===== config.mk =====
export PLATFORM = sky130hd
export DESIGN_NAME = motor_paso_flat
export DESIGN_NICKNAME = d
export VERILOG_FILES = /design/src/rtl/motor_pkg.sv /design/src/rtl/motor_paso_if.sv /design/src/rtl/divisor_paso.sv /design/src/rtl/motor_paso.sv /design/src/flat_wrapper.sv
export SDC_FILE = /design/constraint.sdc
export NUM_CORES = 1
export LEC_CHECK = 0
export BUFFER_PORTS_ARGS = -buffer_cell sky130_fd_sc_hd__buf_2
export CORE_ASPECT_RATIO = 0.6
export CORE_MARGIN = 2
export CORE_UTILIZATION = 59
export DETAILED_ROUTE_END_ITERATION = 8
export PLACE_DENSITY_LB_ADDON = 0.25
export SYNTH_ARGS = -nofsm -noshare
export SYNTH_HDL_FRONTEND = slang
export SYNTH_SLANG_ARGS = --single-unit

===== constraint.sdc =====
create_clock -name clk -period 2.8 [get_ports clk]
set_input_delay 0.56 -clock clk [delete_from_list [all_inputs] [get_ports clk]]
set_output_delay 0.56 -clock clk [all_outputs]
set_load 0.01 [all_outputs]

===== src/rtl/motor_pkg.sv =====
// Shared definitions for the stepper phase sequencer: commands, states and phase tables.
// Build option: define MOTOR_PASO_HALF_STEP_EN for the 8-phase half-step sequence.
package motor_pkg;

    localparam logic [1:0] CMD_STOP = 2'b00;
    localparam logic [1:0] CMD_CW   = 2'b01;
    localparam logic [1:0] CMD_CCW  = 2'b11;

    typedef enum logic [1:0] {
        ST_IDLE  = 2'd0,
        ST_RUN   = 2'd1,
        ST_DWELL = 2'd2
    } motor_state_e;

    localparam logic [3:0] FULL_TABLE [4] = '{4'b0001, 4'b0010, 4'b0100, 4'b1000};
    localparam logic [3:0] HALF_TABLE [8] = '{4'b0001, 4'b0011, 4'b0010, 4'b0110,
                                              4'b0100, 4'b1100, 4'b1000, 4'b1001};

`ifdef MOTOR_PASO_HALF_STEP_EN
    localparam int NPH      = 8;
    localparam int POS_MULT = 2;
`else
    localparam int NPH      = 4;
    localparam int POS_MULT = 1;
`endif

    localparam int PH_W = $clog2(NPH);

    function automatic logic [3:0] phase_pattern(input logic [PH_W-1:0] ph);
`ifdef MOTOR_PASO_HALF_STEP_EN
        return HALF_TABLE[ph];
`else
        return FULL_TABLE[ph];
`endif
    endfunction

endpackage


===== src/rtl/motor_paso_if.sv =====
// Command/feedback bundle between the tracking controller (master) and one axis sequencer (slave).
interface motor_paso_if #(
    parameter int POS_W = 16
);
    logic [1:0]       cmd;
    logic [3:0]       coils;
    logic             step;
    logic             dir;
    logic [POS_W-1:0] position;
    logic             busy;

    modport master (output cmd, input coils, step, dir, position, busy);
    modport slave  (input cmd, output coils, step, dir, position, busy);
endinterface


===== src/rtl/divisor_paso.sv =====
// Step-period tick counter: counts 0..DIV-1 while enabled, synchronous clear, terminal-count flag.
module divisor_paso #(
    parameter int DIV = 50000
) (
    input  logic clk,
    input  logic rst,
    input  logic clr,
    input  logic en,
    output logic tc
);
    localparam int CNT_W = (DIV > 2) ? $clog2(DIV) : 1;
    localparam logic [CNT_W-1:0] LAST = CNT_W'(DIV - 1);

    logic [CNT_W-1:0] tick_reg;

    assign tc = (tick_reg == LAST);

    always_ff @(posedge clk) begin
        if (rst || clr) begin
            tick_reg <= '0;
        end else if (en) begin
            tick_reg <= tc ? '0 : tick_reg + CNT_W'(1);
        end
    end
endmodule


===== src/rtl/motor_paso.sv =====
// Stepper-motor phase sequencer for one tracker axis, with wrapping step-position feedback.
// Build option: MOTOR_PASO_HALF_STEP_EN selects half-step (8 phases, 2*STEPS_PER_REV positions).
module motor_paso
    import motor_pkg::*;
#(
    parameter int STEP_DIV      = 50000,
    parameter int STEPS_PER_REV = 200,
    parameter int POS_W         = 16
) (
    input  logic           clk,
    input  logic           rst,
    motor_paso_if.slave    bus
);
    localparam int NPOS = POS_MULT * STEPS_PER_REV;
    localparam logic [POS_W-1:0] POS_MAX = POS_W'(NPOS - 1);

    motor_state_e     state_reg;
    logic             dir_reg;
    logic             energised_reg;
    logic [PH_W-1:0]  phase_reg;
    logic [POS_W-1:0] position_reg;
    logic [3:0]       coils_reg;
    logic             step_reg;
    logic             busy_reg;

    logic [PH_W-1:0]  phase_next;
    logic [POS_W-1:0] position_next;
    logic             cmd_move;
    logic             cmd_rev;
    logic             leave_state;
    logic             tick_clr;
    logic             tick_tc;

    always_comb begin
        cmd_move = (bus.cmd == CMD_CW) || (bus.cmd == CMD_CCW);
        cmd_rev  = cmd_move && (bus.cmd[1] != dir_reg);
        leave_state = ((state_reg == ST_RUN)   && (!cmd_move || cmd_rev)) ||
                      ((state_reg == ST_DWELL) && (!cmd_move || tick_tc));
        tick_clr = (state_reg == ST_IDLE) || leave_state;

        // Target values of a step in the current direction; committed only when a step fires.
        phase_next = dir_reg ? phase_reg - PH_W'(1) : phase_reg + PH_W'(1);
        if (dir_reg) begin
            position_next = (position_reg == '0) ? POS_MAX : position_reg - POS_W'(1);
        end else begin
            position_next = (position_reg == POS_MAX) ? '0 : position_reg + POS_W'(1);
        end
    end

    divisor_paso #(
        .DIV (STEP_DIV)
    ) u_divisor (
        .clk (clk),
        .rst (rst),
        .clr (tick_clr),
        .en  (!tick_clr),
        .tc  (tick_tc)
    );

    always_ff @(posedge clk) begin
        if (rst) begin
            state_reg     <= ST_IDLE;
            dir_reg       <= 1'b0;
            energised_reg <= 1'b0;
            phase_reg     <= '0;
            position_reg  <= '0;
            coils_reg     <= 4'b0000;
            step_reg      <= 1'b0;
            busy_reg      <= 1'b0;
        end else begin
            step_reg <= 1'b0;
            case (state_reg)
                ST_IDLE: begin
                    if (cmd_move) begin
                        state_reg     <= ST_RUN;
                        dir_reg       <= bus.cmd[1];
                        energised_reg <= 1'b1;
                        busy_reg      <= 1'b1;
                        coils_reg     <= phase_pattern(phase_reg);
                    end
                end
                ST_RUN: begin
                    // Stop and reversal both take priority over a step due this cycle.
                    if (!cmd_move) begin
                        state_reg <= ST_IDLE;
                        busy_reg  <= 1'b0;
                    end else if (cmd_rev) begin
                        state_reg <= ST_DWELL;
                    end else if (tick_tc) begin
                        phase_reg    <= phase_next;
                        position_reg <= position_next;
                        coils_reg    <= energised_reg ? phase_pattern(phase_next) : 4'b0000;
                        step_reg     <= 1'b1;
                    end
                end
                ST_DWELL: begin
                    if (!cmd_move) begin
                        state_reg <= ST_IDLE;
                        busy_reg  <= 1'b0;
                    end else if (tick_tc) begin
                        state_reg <= ST_RUN;
                        dir_reg   <= bus.cmd[1];
                    end
                end
                default: begin
                    state_reg <= ST_IDLE;
                    busy_reg  <= 1'b0;
                end
            endcase
        end
    end

    assign bus.coils    = coils_reg;
    assign bus.step     = step_reg;
    assign bus.dir      = dir_reg;
    assign bus.position = position_reg;
    assign bus.busy     = busy_reg;
endmodule


===== src/flat_wrapper.sv =====
// flat-port wrapper written by rule: the top's interface ports become plain ports
module motor_paso_flat import motor_pkg::*;
#(
    parameter int STEP_DIV      = 50000,
    parameter int STEPS_PER_REV = 200,
    parameter int POS_W         = 16
)
  (clk, rst, bus_cmd, bus_coils, bus_step, bus_dir, bus_position, bus_busy);
  motor_paso_if #(.POS_W(POS_W)) bus_i ();
  input  logic clk;
  input  logic rst;
  input wire logic [$bits(bus_i.cmd)-1:0] bus_cmd;
  output wire logic [$bits(bus_i.coils)-1:0] bus_coils;
  output wire logic [$bits(bus_i.step)-1:0] bus_step;
  output wire logic [$bits(bus_i.dir)-1:0] bus_dir;
  output wire logic [$bits(bus_i.position)-1:0] bus_position;
  output wire logic [$bits(bus_i.busy)-1:0] bus_busy;
  assign bus_i.cmd = bus_cmd;
  assign bus_coils = bus_i.coils;
  assign bus_step = bus_i.step;
  assign bus_dir = bus_i.dir;
  assign bus_position = bus_i.position;
  assign bus_busy = bus_i.busy;
  motor_paso #(.STEP_DIV(STEP_DIV), .STEPS_PER_REV(STEPS_PER_REV), .POS_W(POS_W)) u_core (.clk(clk), .rst(rst), .bus(bus_i));
endmodule

### Word-level counts from Yosys, hierarchy flattened

Cells that the tools add are included.

| storage, ports and cells | value |
|---|---|
| logic and storage cells | 90 |
| flip-flop bits (word level) | 44 |
| output and inout port bits | 23 |
| input bits | 4 |

| cells by class | value |
|---|---|
| magnitude comparators | 2 |
| equality and inequality tests | 16 |
| reduce and logical (&&, ||, !) cells | 22 |
| add/subtract/negate cells | 5 |
| bitwise operators | 5 |
| muxes and demuxes | 31 |

Operators by type and width:

| kind | number |
|---|---|
| $mux 16 | 4 |
| $mux 4 | 9 |
| $add 16x1->16 const B | 2 |
| $bmux 4 s2 | 2 |
| $eq 16x16->1 const B | 1 |
| $eq 16x8->1 const B | 1 |
| $logic_not 16->1 | 1 |
| $sub 16x1->16 const B | 1 |
| $mux 2 | 6 |
| $ne 2x1->1 const B | 5 |
| $pmux 4 s2 | 1 |
| $reduce_and 4->1 | 2 |
| $ge 3x3->1 const B | 2 |
| $logic_or 1x1->1 | 6 |
| $mux 1 | 6 |
| $ne 3x3->1 const B | 2 |
| $not 2->3 | 2 |
| $pmux 2 s3 | 1 |
| $reduce_and 5->1 | 1 |
| $eq 2x1->1 const B | 2 |
| $eq 2x2->1 const B | 2 |
| $ne 2x2->1 const B | 2 |
| $pmux 1 s2 | 2 |
| $reduce_and 2->1 | 2 |
| other kinds (11) | 16 |

### Depth between registers and ports, before layout

| logic depth | value |
|---|---|
| depth in word-level cells | 11 |
| depth in mapped cells | 9 |
| mapped depth without buffers | 7 |

### Hierarchy

From an unflattened synthesis, not the netlist that was laid out.

| second synthesis, totals | value |
|---|---|
| cells, all modules | 368 |
| area, all modules | 2866.5 sq um |

By module, submodules not included:

| module | sequential area each (sq um) | area an instance (sq um) | cells an instance | instances |
|---|---|---|---|---|
| motor_paso | 560.5 | 2092.0 | 282 | 1 |
| divisor_paso | 320.3 | 774.5 | 86 | 1 |

### Worst setup path before layout

Ideal clock, no wire load.

| timing | value |
|---|---|
| path kind | reg2reg |
| start point | register u_core.u_divisor.tick_reg[0] |
| end point | register u_core.u_divisor.tick_reg[12] |
| arrival time | 1.972 ns |
| slack | 0.758 ns |
| stages on the path, launching flop included | 9 |
| required time | 2.730 ns |
| clock period less this slack | 2.042 ns |
| path buffers | 2 |
| library setup time | 0.070 ns |
| path through | dfxtp_1 ha_1 and3_4 buf_6 and4_4 or4_1 buf_2 nor4_1 o21bai_1 |

| between the ends | value |
|---|---|
| cells in the longest elaborated chain, start to end | 6 |
| elaborated cells on any way between the ends | 8 |
| those cells by class | add/sub: 1; eq/ne: 1; mux: 1; reduce/logical: 5 |

Ends and longest elaborated chain:

| item | RTL line | source |
|---|---|---|
| start: declaration | divisor_paso.sv:14 | `logic [CNT_W-1:0] tick_reg;` |
| start signal: assignment | divisor_paso.sv:22 | `tick_reg <= tc ? '0 : tick_reg + CNT_W'(1);` |
| branches (longest 6 deep; another with $add 16x1->16) | -- |  |

Parallel ways; which one is timed is not known.
A chain may end at the register's enable or synchronous reset.

### Final worst setup path

| timing | value |
|---|---|
| start point | register u_core.state_reg[1] |
| end point | register u_core.position_reg[11] (netlist: u_core.bus.position[11]) |

| between the ends | value |
|---|---|
| cells in the longest elaborated chain, start to end | 2 |

Ends and longest elaborated chain:

| item | RTL line | source |
|---|---|---|
| start: declaration | motor_paso.sv:17 | `motor_state_e state_reg;` |
| start signal: assignment | motor_paso.sv:62 | `state_reg <= ST_IDLE;` |
| start signal: assignment | motor_paso.sv:75 | `state_reg <= ST_RUN;` |
| start signal: assignment | motor_paso.sv:85 | `state_reg <= ST_IDLE;` |
| $eq 2x1->1 | motor_paso.sv:72 | `case (state_reg)` |
| $reduce_and 4->1 (no source line) | -- |  |
| end signal: assignment | motor_paso.sv:91 | `position_reg <= position_next;` |
| end: declaration | motor_paso.sv:21 | `logic [POS_W-1:0] position_reg;` |

Every way passes these cells.

==> tab_implementation.tex <==
\begin{tabular}{lr}
\hline
Metric & Value \\
\hline
\multicolumn{2}{l}{\textbf{Layout}} \\
Area growth syn-to-layout & 8.83\% \\
Share of final-layout standard cells stronger than drive strength 1 & 15.8\% \\
Most common cell after layout, fill and taps aside & dfxtp\_1 \\
Filler cells & 400 \\
Leading cell types in the layout, fill and taps excluded & dfxtp\_1 (44), nand2\_1 (29), buf\_2 (26) \\
Final nets & 400 \\
Diode count & 0 \\
\multicolumn{2}{l}{\textbf{Global route}} \\
Total routing usage reported by global routing & 30.2\% \\
Global routing met3 resource utilization & 9.73\% \\
Largest net degree at the start of global routing & 26 \\
Layer with the highest usage after global routing & met1 \\
Via count of the first global-routing pass & 2538 \\
Number of antenna violations at the first check in global routing & 0 \\
Remaining Overflow, GRT & 0 \\
Met1 track demand over resource & 46.4\% \\
Global-route wire length before repair & 12900 um \\
Fraction of met2 tracks used by global routing & 40.7\% \\
\multicolumn{2}{l}{\textbf{Routing}} \\
Routed wire length & 8270 um \\
Routed length per placed instance & 18.5 um \\
Post-route ant nets & 0 \\
Routed vias & 3027 \\
Routed vias/inst & 6.76 \\
Detailed-router iteration count before antenna repair & 5 \\
Violation count after the first detailed-route iteration & 445 \\
Number of remaining DRC errors & 0 \\
\multicolumn{2}{l}{\textbf{STA}} \\
Unrepaired setup endpoints after global routing & false \\
Final critical delay including setup and external delays & 2450 ps \\
Final setup margin & 347 ps \\
Slew at the pin with the worst max-slew slack & 675 ps \\
Period Utilization, post-route & 87.6\% \\
Setup-violating endpoint count in the final report & 0 \\
Number of hold violations in the final report & 0 \\
Setup Total Neg Slack & 0 ps \\
Maximum operating frequency & 0.408 GHz \\
Slew Limit Headroom & 54.8\% \\
Worst clock skew & 11.5 ps \\
Final Slew Violations & 0 \\
\multicolumn{2}{l}{\textbf{Worst setup path}} \\
Setup CP Type & flip-flop to flip-flop \\
Crit-path max cell delay & 600 ps \\
Data required time at the worst endpoint & 3040 ps \\
Cell-by-cell trace of the critical path & inv\_1 > ha\_1 > nand3\_1 > nand2b\_2 > or4\_1 > a31oi\_1 \\
Crit path buf inv count & 1 \\
Worst Setup Start Kind & flip-flop \\
CP Data Arrival Time & 2690 ps \\
Critical-path cell with the highest stage delay & or4\_1 \\
Worst setup EP type & flip-flop \\
Category of cells accounting for the largest share of critical-path delay & simple AND/OR/NAND/NOR gates \\
Crit Path Max Fanout & 14 \\
\multicolumn{2}{l}{\textbf{Floorplan}} \\
Horiz. Die Dim & 95.0 um \\
CORE AREA & 0.00468 mm\^{}2 \\
Overall die height & 58.6 um \\
Initial cell density of the core & 62.6\% \\
Number of top-level pins & 27 \\
Number of core rows & 19 \\
Die ar. & 0.00557 mm\^{}2 \\
\multicolumn{2}{l}{\textbf{Synthesis}} \\
Share of synthesized flip-flops with an asynchronous set or reset & 0\% \\
Flip-flop and latch count after synthesis & 44 \\
Yosys warning total & 0 \\
Count of flip-flops with a built-in enable after synthesis & 0 \\
Yosys top cell by area & dfxtp\_1 \\
Number of nets produced by synthesis & 379 \\
Proportion of synthesized chip area in sequential cells & 30.0\% \\
Netlist area before placement & 0.00293 mm\^{}2 \\
Dominant register cell in the synthesized netlist & dfxtp\_1 \\
Unique masters post-synth & 64 \\
Gate Count Post-Synth & 364 \\
Mean area per synthesized cell & 8.06 um\^{}2 \\
Synth top area share & 30.0\% \\
Area contributors post-synth & dfxtp\_1 (30\%), ha\_1 (4.7\%), a21oi\_1 (4.3\%), nand2\_1 (3.7\%), o21ai\_0 (3.4\%) \\
\multicolumn{2}{l}{\textbf{Placed design}} \\
Total of buffers placed on input and output ports & 26 \\
Final HPWL from detailed placement & 6070 um \\
Routability congestion estimate & 0.994 \\
Setup slack at placement & 454 ps \\
\multicolumn{2}{l}{\textbf{Power and ir drop}} \\
PnR Total Power & 1.38 mW \\
Cell area power density & 432 mW/mm\^{}2 \\
Static leakage & 1.20 nW \\
Max VDD drop & 0.000279 V \\
\multicolumn{2}{l}{\textbf{CTS}} \\
Buffer cell driving the clock tree root & clkbuf\_8 \\
Count of hold-fix buffers inserted at cts & 0 \\
Post-CTS clock slew at the launch and capture registers of the worst setup and hold paths & 90 ps \\
Number of buffers on the longest clock path & 2 \\
Post-CTS repair timing setup buffer count & 0 \\
Total number of clock tree sinks & 44 \\
CTS buffer count & 5 \\
Maximum level of the CTS H-tree & 2 \\
Clk Latency, worst-skew pair & 310 ps \\
CTS tree & done \\
Number of gates given a new drive strength after cts & 0 \\
\multicolumn{2}{l}{\textbf{Worst hold path}} \\
Path category of the worst min-delay check & flip-flop to flip-flop \\
\multicolumn{2}{l}{\textbf{Status}} \\
Status & finished clean \\
\multicolumn{2}{l}{\textbf{Flow run}} \\
Number of maximum-capacitance constraint violations & 0 \\
\hline
\end{tabular}
metal layers:
layer | share of wire [%] | routed length, um | vias up
li1 | - | - | 1417
met4 | 1.4 | 112 | 0
met1 | 45 | 3720 | 1372
met5 | 0 | 0 | -
met2 | 39 | 3230 | 219
met3 | 15 | 1210 | 19
cells in the mapped netlist, types with 3 or more instances:
cell       number
ha_1           11
clkbuf_1       11
a211oi_1        3
a31oi_1        12
nor2_1         25
a21oi_1        25
o21a_1          3
or3_1           9
o31ai_1         7
o211ai_1        8
inv_1          17
a311oi_1        4
dfxtp_1        44
nand2b_1        4
and4_1          4
o21ai_0        20
o2111ai_1       3
nand3_1        15
and2_1          4
buf_2          10
nand2_1        29
nor3_1         12
o211a_1         3
or4_1           9
nor4_1          5
nand4_1         9
xor2_1          5
xnor2_1         5
metrics by stage:
| stage | cell area [um^2] | hold slack [ps] | instances | util [%] |
|---|---|---|---|---|
| floorplan | 2930 | 413 | 364 | - |
| global placement | 3110 | 431 | 441 | 66.5 |
| detailed placement | 3110 | 444 | 441 | 66.5 |
| CTS | 3190 | 456 | 448 | 68.2 |
| global route | 3190 | 481 | 448 | 68.2 |
| finish | 3190 | 456 | 448 | 68.2 |
path summary, 6_finish.rpt:
kind	cells after the start	to	slack [ps]	start
worst min-delay path	1	u_core.u_divisor.tick_reg[0]	460	u_core.u_divisor.tick_reg[0]
worst max-delay path	6	u_core.bus.position[11]	350	u_core.state_reg[1]
worst max register to register	6	u_core.bus.position[11]	350	u_core.state_reg[1]
worst min register to register	1	u_core.u_divisor.tick_reg[0]	460	u_core.u_divisor.tick_reg[0]
power by group:
part / internal, mW / total (mW) / switching [mW]
Sequential: 0.655 / 0.679 / 0.0243
Clock: 0.170 / 0.395 / 0.225
Combinational: 0.109 / 0.303 / 0.194
Total: 0.934 / 1.38 / 0.444
cells by family (layout without fill, tap and decap cells):
group	count (synthesis)	count (layout)	share of synthesized area, %
AND/OR/NAND/NOR	144	144	28.7
AO/OA/AOI/OAI	110	110	25.4
flip-flops	44	44	30.0
buffers and inverters	41	62	6.19
adder cells (fa/ha/maj)	11	11	4.69
XOR/XNOR	11	11	3.92
multiplexers	3	3	1.07
layout make-up:
cell class	instances	area, um^2	share of cell area (%)
multi-input cells	279	1870	58.6
flip-flops and latches	44	881	27.6
repair buffers	38	220	6.90
well taps	63	78.8	2.47
clock buffers	6	72.6	2.27
inverters	17	63.8	2.00
clock inverters	1	5.00	0.157
No activity file was read; power rests on OpenSTA's default activity.
